## src/rtl/hit_score_pkg.sv

```systemverilog
// Shared types for the hit/score game-state keeper: FSM states and packed BCD score types.
package hit_score_pkg;

   typedef enum logic [1:0] {
      PLAY      = 2'd0,
      INVULN    = 2'd1,
      GAME_OVER = 2'd2
   } state_t;

   typedef logic [3:0] bcd_digit_t;
   typedef bcd_digit_t [3:0] bcd_score_t;

   localparam bcd_score_t BCD_MAX = 16'h9999;

endpackage

```

## src/rtl/bcd_add_sat.sv

```systemverilog
// Four-digit packed BCD adder of a single-digit increment, saturating at 9999.
// thousandsCarry flags a carry into the thousands digit that did not saturate.
module bcd_add_sat
   import hit_score_pkg::*;
(
   input  bcd_score_t score_in,
   input  bcd_digit_t inc,
   output bcd_score_t score_out,
   output logic       thousandsCarry
);

   bcd_score_t sum;
   logic [4:0] dsum;
   logic       c;
   logic       c_into3;

   always_comb begin
      sum     = '0;
      dsum    = '0;
      c       = 1'b0;
      c_into3 = 1'b0;
      for (int i = 0; i < 4; i++) begin
         if (i == 3) c_into3 = c;
         dsum = {1'b0, score_in[i]} + {4'd0, c} + ((i == 0) ? {1'b0, inc} : 5'd0);
         if (dsum > 5'd9) begin
            sum[i] = 4'(dsum - 5'd10);
            c      = 1'b1;
         end else begin
            sum[i] = dsum[3:0];
            c      = 1'b0;
         end
      end
      score_out      = c ? BCD_MAX : sum;
      thousandsCarry = c_into3 & ~c;
   end

endmodule

```

## src/rtl/hit_score_manager.sv

```systemverilog
// Frame-synchronous game-state keeper: BCD score, lives, invulnerability window, rope flag.
// Optional macro BONUS_LIFE_EN: each thousands-digit increment of the score grants one life.
//
// state     | meaning
// ----------+----------------------------------------------------------
// PLAY      | hazards seen in a frame cost a life at the next frame start
// INVULN    | hazards ignored; frame down-counter running
// GAME_OVER | lives exhausted; score frozen until restart
module hit_score_manager
   import hit_score_pkg::*;
#(
   parameter int unsigned POINTS_PER_HIT = 1,
   parameter int unsigned START_LIVES    = 3,
   parameter int unsigned MAX_LIVES      = 7,
   parameter int unsigned INVULN_FRAMES  = 60
) (
   input  logic        clk,
   input  logic        resetN,
   input  logic        startOfFrame,
   input  logic        numberHit,
   input  logic        hazardHit,
   input  logic        ropeCollision,
   input  logic        restart,
   output logic [15:0] score,
   output logic [2:0]  lives,
   output logic        invulnerable,
   output logic        onRope,
   output logic        lifeLostPulse,
   output logic        gameOver
);

   state_t     state_q, state_d;
   bcd_score_t score_q, score_d, score_sum;
   logic [2:0] lives_q, lives_d;
   logic [7:0] cnt_q, cnt_d;
   logic       haz_seen_q, haz_seen_d;
   logic       rope_seen_q, rope_seen_d;
   logic       on_rope_q, on_rope_d;
   logic       life_lost_q, life_lost_d;
   logic       life_loss, hit_ok, do_restart;

`ifdef BONUS_LIFE_EN
   logic       bonus_carry;
`else
   logic       bonus_carry_unused;
`endif

   bcd_add_sat u_bcd_add_sat (
      .score_in       (score_q),
      .inc            (4'(POINTS_PER_HIT)),
      .score_out      (score_sum),
`ifdef BONUS_LIFE_EN
      .thousandsCarry (bonus_carry)
`else
      .thousandsCarry (bonus_carry_unused)
`endif
   );

   always_ff @(posedge clk or negedge resetN) begin
      if (!resetN) state_q <= PLAY;
      else         state_q <= state_d;
   end

   // Counter holds frames still to run; the frame start that takes it to zero exits INVULN.
   always_comb begin
      state_d = state_q;
      unique case (state_q)
         PLAY:      if (startOfFrame && haz_seen_q) state_d = (lives_q > 3'd1) ? INVULN : GAME_OVER;
         INVULN:    if (startOfFrame && cnt_q == 8'd1) state_d = PLAY;
         GAME_OVER: if (restart) state_d = PLAY;
         default:   state_d = PLAY;
      endcase
   end

   always_comb begin
      life_loss  = startOfFrame && (state_q == PLAY) && haz_seen_q;
      hit_ok     = numberHit && (state_q != GAME_OVER);
      do_restart = (state_q == GAME_OVER) && restart;

      haz_seen_d  = startOfFrame ? hazardHit     : (haz_seen_q  | hazardHit);
      rope_seen_d = startOfFrame ? ropeCollision : (rope_seen_q | ropeCollision);
      on_rope_d   = startOfFrame ? rope_seen_q   : on_rope_q;
      life_lost_d = life_loss;
      score_d     = hit_ok ? score_sum : score_q;
      lives_d     = lives_q - {2'b00, life_loss};

      cnt_d = cnt_q;
      if (state_q == PLAY && state_d == INVULN)  cnt_d = 8'(INVULN_FRAMES);
      else if (state_q == INVULN && startOfFrame) cnt_d = cnt_q - 8'd1;

`ifdef BONUS_LIFE_EN
      // Losing the last life ends the game with zero lives even if a bonus coincides.
      if (hit_ok && bonus_carry && !(life_loss && lives_q == 3'd1)) begin
         if (lives_d >= 3'(MAX_LIVES)) lives_d = 3'(MAX_LIVES);
         else                          lives_d = lives_d + 3'd1;
      end
`endif

      if (do_restart) begin
         score_d     = '0;
         lives_d     = 3'(START_LIVES);
         haz_seen_d  = 1'b0;
         rope_seen_d = 1'b0;
      end
   end

   always_ff @(posedge clk or negedge resetN) begin
      if (!resetN) begin
         score_q     <= '0;
         lives_q     <= 3'(START_LIVES);
         cnt_q       <= '0;
         haz_seen_q  <= 1'b0;
         rope_seen_q <= 1'b0;
         on_rope_q   <= 1'b0;
         life_lost_q <= 1'b0;
      end else begin
         score_q     <= score_d;
         lives_q     <= lives_d;
         cnt_q       <= cnt_d;
         haz_seen_q  <= haz_seen_d;
         rope_seen_q <= rope_seen_d;
         on_rope_q   <= on_rope_d;
         life_lost_q <= life_lost_d;
      end
   end

   assign score         = score_q;
   assign lives         = lives_q;
   assign invulnerable  = (state_q == INVULN);
   assign gameOver      = (state_q == GAME_OVER);
   assign onRope        = on_rope_q;
   assign lifeLostPulse = life_lost_q;

endmodule

```

## config.mk

```make
export PLATFORM = sky130hd
export DESIGN_NAME = hit_score_manager
export DESIGN_NICKNAME = d
export VERILOG_FILES = /design/src/rtl/hit_score_pkg.sv /design/src/rtl/bcd_add_sat.sv /design/src/rtl/hit_score_manager.sv
export SDC_FILE = /design/constraint.sdc
export NUM_CORES = 1
export LEC_CHECK = 0
export CAP_MARGIN = 10
export CORE_ASPECT_RATIO = 1.25
export CORE_UTILIZATION = 25
export DETAILED_ROUTE_END_ITERATION = 12
export SETUP_SLACK_MARGIN = 0.02
export SLEW_MARGIN = 30
export SYNTH_ARGS = -nofsm -noshare
export SYNTH_HDL_FRONTEND = slang
export SYNTH_SLANG_ARGS = --single-unit
```

## constraint.sdc

```tcl
create_clock -name clk -period 11.5 [get_ports clk]
set_input_delay 2.3 -clock clk [delete_from_list [all_inputs] [get_ports clk]]
set_output_delay 2.3 -clock clk [all_outputs]
set_load 0.01 [all_outputs]
```

==> flow_summary.ini <==
[layout]
final_cell_count_no_fill = 347
nNetsFinal = 271
postLayoutCellArea_mm2 = 0.00261
regArea_um2 = 828
syn_to_final_growth_pct = 24.6
multi_input_area_mm2 = 0.00120
fillerInstances = 850
finish.utilization = 0.319
antenna_cells = 0
drive_above_1_share = 0.104

[power_and_ir_drop]
power.leakage_nw = 1.06
internal_power_uw = 363
pwr-share-comb = 0.458
pwr-share-clk = 0.194
p_seq_frac = 0.348
p_per_area_mw_per_mm2 = 224
swShare = 0.379
power_switching_uw = 221
ir_drop_v = 0.0000777

[clocking]
numCtsBuffers = 5
insertion_delay_ns = 0.28
cts_tree = built
postCtsHoldBufs = 0
htreeDepth = 2
clkTransAtPathRegs_ns = 0.07
cts_resized = 0
cts_buffer_depth = 2
clock_sinks = 33
post-cts-setup-buffers = 0
cts.root.buffer_cell = clkbuf_8

[global_routing]
antenna_found_initial = 0
grt_pass1_wl_um = 8130
grt_usage = 0.116
grt_max_degree = 34
grt_pass1_vias = 1702
grt_overflow_total = 0

[worst_hold_path]
hold_class = reg2reg
worstHoldStart = onRope

[synthesis]
syn_inst = 216
synth_top_area_frac = 0.370
synth_warnings = 0
yosysSeqAreaShare = 0.395
synth_edf_count = 0
synth.avg_cell_area_um2 = 9.70
synth_area_mm2 = 0.00210
synth_nets = 238
yosys.area.top_type = dfrtp_1
synth.distinct_cells = 51
synth_ff_type = dfrtp_1
synth-seq-cells = 33
async_flop_share = 1.00
ys_top_cells_by_area = dfrtp_1 (37%), ha_1 (9.0%), xnor2_1 (4.6%)

[setup_path]
setup.worst_path.end_class = flip-flop
worst_path_most_repeated_cell = ha_1
arrival_ns = 5.65
cp-start-kind = flip-flop
crit_buf_inv = 2
r2r_start = score[0]
crit_path_cell_trace = inv_1, ha_1, inv_1, ha_1, a21oi_1, o22a_1, nor2_1, ha_1, ha_1, o21ai_1, or2_1, a2bb2oi_2, ha_1, ha_1, o21ai_1, or2_1, a2bb2oi_2, ha_1, ha_1, nor2b_1, o2111ai_4, nand2_4, or4b_1, nand3_1
crit_path_start = score[0]
cp_top_family = adder cells
worstSetupPathType = reg2reg
crit_path_max_fanout = 9
required_ns = 11.72
cpPeakStageDelay_ns = 0.45
slowest_stage = or4b_1

[place]
dp_cells = 339
dp_hpwl_um = 3570
placed_cell_area_mm2 = 0.00249
routabilityCongestion = 0.804
io_buffers = 29

[timing]
slew_headroom = 0.695
hold_viol = 0
rsz0062_at_grt = false
skew_ns = 0.00948
report.final.slew_viol_count = 0
fin_tns_setup_ns = 0
period_needed_ns = 5.43
fmax_ghz = 0.184
fin_hold_ws_ns = 0.512
setup_viol = 0
fin_crit_sh = 0.472
worst_pin_slew_ns = 0.457

[status]
violations = design-rule violations
status = complete, but fails checks

[die]
die_w_um = 83.9
ios = 30
placementRows = 37
die_h_um = 104
start_util = 0.256
core_area_mm2 = 0.00819
dieArea_mm2 = 0.00876

[drt]
ant_nets = 0
wl_per_cell_um = 14.0
drtIter0Drc = 82
first_pass_iters = 8
wl_um = 4860
num_vias = 1740
viasPerCell = 5.01
drc = 9

[job]
drv_cap = 0
==> stage by stage <==
step | setup WS, ns | total power, mW
after detailed placement | 6.08 | 0.476
after global routing | 5.64 | 0.632
after global placement | 6.18 | 0.472
after CTS | 6.06 | 0.594
final | 6.07 | 0.584
after floorplan | 6.51 | 0.376
==> state kept, by name, summed over array words and instances (netlist names) <==
name           count
lives              3
cnt_q              8
haz_seen_q         1
score             16
state_q            2
lifeLostPulse      1
onRope             1
rope_seen_q        1
==> per-layer routing <==
metal	track usage	vias to the layer above	share of wire
met2	0.197	34	0.50
met4	0.0567	0	0.022
met1	0.134	843	0.44
li1	-	852	-
met3	0.0310	11	0.037
met5	0	-	0
==> layout by cell type, fill, tap and decap left out, types with 2 or more instances in the layout <==
master	count
and2_1	2
nor2b_1	7
o21ai_0	6
clkdlybuf4s50_1	29
nand2_1	14
or2_1	2
nand2b_1	5
inv_1	10
clkbuf_8	6
o2111ai_4	2
ha_1	15
nand3b_1	2
mux2_2	3
a22o_1	5
mux2i_1	2
or3_1	2
nand3_1	5
and3b_1	2
dfrtp_1	31
a311oi_1	2
a21oi_1	16
o21ai_1	10
inv_2	3
a2bb2oi_2	2
o41ai_1	3
xnor2_1	11
nor2_1	17
dfstp_2	2
nor3_1	8
==> synth_stat cells (6+ instances only) <==
library cell,count
a21oi_1,16
dfrtp_1,31
ha_1,15
inv_1,10
nand2_1,14
nor2_1,17
nor2b_1,7
nor3_1,8
o21ai_0,6
o21ai_1,10
xnor2_1,11
==> cell type report <==
cell class / instances / area share
clock inverter: 1 / 0.0115
multi-input combinational: 166 / 0.459
inverter: 13 / 0.0187
clock buffer: 7 / 0.0331
tap: 97 / 0.0465
timing repair buffer: 30 / 0.114
sequential: 33 / 0.317
==> power groups by stage <==
stage                     sequential (mW)  combinational (mW)  clock [mW]
final                               0.203               0.267       0.113
after global routing                0.211               0.299       0.123
after CTS                           0.204               0.271       0.119
after detailed placement            0.206               0.270           0
after global placement              0.205               0.267           0
after floorplan                     0.202               0.174           0
==> path summary, 6_finish.rpt <==
check                            to  slack (ns)  cells after the start
setup / recovery           score[2]        6.07                     24
hold / removal               onRope        0.51                      1
setup reg to reg           score[2]        6.07                     24
hold reg to reg              onRope        0.51                      1
max in group asynchronous  lives[0]        8.75                      2
min in group asynchronous  lives[2]        2.42                      2
==> kinds of logic after synthesis <==
group | synth area share
muxes | 0.0257
adders and majority gates | 0.0896
xor gates and xnor gates | 0.0501
DFF | 0.395
buffers and inverters | 0.0328
AOI/OAI and AO/OA | 0.197
and+or+nand+nor | 0.210
Power figures use the tool's default switching activity.
==> patch (config.mk and constraints unchanged) <==
Register the outputs `invulnerable` and `gameOver`, with the module's reset; this adds one clock of latency there. The other outputs are not delayed to match.
--- a/src/rtl/hit_score_manager.sv
+++ b/src/rtl/hit_score_manager.sv
@@ -127,6 +127,13 @@
    assign score         = score_q;
    assign lives         = lives_q;
-   assign invulnerable  = (state_q == INVULN);
-   assign gameOver      = (state_q == GAME_OVER);
+   always_ff @(posedge clk or negedge resetN) begin
+      if (!resetN) begin
+         invulnerable <= '0;
+         gameOver     <= '0;
+      end else begin
+         invulnerable <= (state_q == INVULN);
+         gameOver     <= (state_q == GAME_OVER);
+      end
+   end
    assign onRope        = on_rope_q;
    assign lifeLostPulse = life_lost_q;
Behaviour: not the same (a bounded check fails within 4 cycles, from zero or initial values and one cycle with resetN low).
==> patch against the unedited design <==
Power shrank 18%; fmax shrank 2.4%; sequential cell count grew 2; routed wire length grew 0.91%; setup slack lost 0.14 ns; utilization grew 0.072 points; via count grew 3.8%; clock skew shrank 0.0045 ns; clock power shrank 24%; die area grew 4.4%; synthesized cell count grew 6.9%; final area grew 2.5%; area after synthesis grew 4.5%; largest cell class unchanged.
==> patch: results (changes against the unedited design) <==
slowest stage cell, crit path = dfrtp_1
status = finished clean
M3 GR Usage = 0.0216 (-0.00940)
largest net degree at the start of global routing = 36 (+5.9%)
WL final = 4.90 mm (+0.91%)
Synth cell types = 45 (-12%)
final cell count without fillers = 377 (+8.6%)
CP max FO = 10 (+1)
syn_area_per_cell = 9.48 um2 (-2.3%)
DR pass1 iterations = 4 (-4)
P_leak = 1.10 nW (+3.5%)
via/cell ratio = 4.79 (-4.5%)
Max stage delay on crit path = 0.47 ns (+0.02 ns)
placed inst area = 0.00259 mm2 (+4.0%)
hold_ws = 0.509 ns (-0.00323 ns)
Area contributors post-synth = dfrtp_1, ha_1, xnor2_1
Placed Cells = 369 (+8.8%)
share of cells above drive strength 1 = 0.0885 (-0.0155)
R2R Setup Slk = 5.93 ns (-0.14 ns)
Setup Skew = 0.00494 ns (-0.00454 ns)
number of global-route vias before repair = 1788 (+5.1%)
Synth Net Count = 253 (+6.3%)
post-DP HPWL = 3.63 mm (+1.7%)
peak supply drop = 41.3 uV (-47%)
routing usage on met2 = 0.210 (+0.0136)
DP Worst Slack = 5.96 ns (-0.116 ns)
Worst Tran Pin Value = 0.482 ns (+0.0249 ns)
==> patch: how the worst max path moves through the flow <==
stage / slack (ns) / cells past startpoint / to
finish: 5.93 / 23 / score[6]
CTS: 5.92 / 23 / score[6]
floorplan: 6.44 / 24 / score[2]
detailed placement: 5.96 / 23 / score[6]
global route: 5.48 / 23 / score[6]
global placement: 6.07 / 23 / score[6]
==> patch: critical path: cells and delay by family (launching register included) <==
family          cells  cell delay, ns
fa+ha+maj           8            2.23
compound gates      7            1.44
simple gates        6            1.15
flops               1            0.47
buf+inv             2            0.22
==> patch: layout make-up <==
| cell class | count | area, um2 |
|---|---|---|
| Multi-Input combinational cell | 173 | 1220 |
| Inverter | 14 | 52.6 |
| Clock inverter | 1 | 5.00 |
| Tap cell | 117 | 146 |
| Timing Repair Buffer | 30 | 298 |
| Fill cell | 878 | 5700 |
| Sequential cell | 35 | 878 |
| Clock buffer | 7 | 76.3 |
==> patch: power by group through the flow <==
stage	Combinational [mW]	Sequential [mW]	Clock (mW)
2_1_floorplan	0.125	0.196	0
3_3_place_gp	0.198	0.195	0
3_5_place_dp	0.205	0.196	0
4_1_cts	0.205	0.194	0.0893
5_1_grt	0.225	0.199	0.0949
6_report	0.201	0.194	0.0859
==> patch: layer usage <==
layer  part of all wire  vias up
met4              0.020        0
met5                  0        -
met3              0.034       10
li1                   -      877
met2               0.52       41
met1               0.43      878
==> patch: cells by family (layout without fill, tap and decap cells) <==
group | count (synthesis) | count (layout) | share of synthesized area
adders and majority gates | 15 | 15 | 0.0857
AOI/OAI and AO/OA | 52 | 52 | 0.166
and+or+nand+nor | 85 | 85 | 0.218
muxes | 4 | 4 | 0.0200
DFF | 35 | 35 | 0.401
xor gates and xnor gates | 17 | 17 | 0.0680
buffers and inverters | 23 | 52 | 0.0423
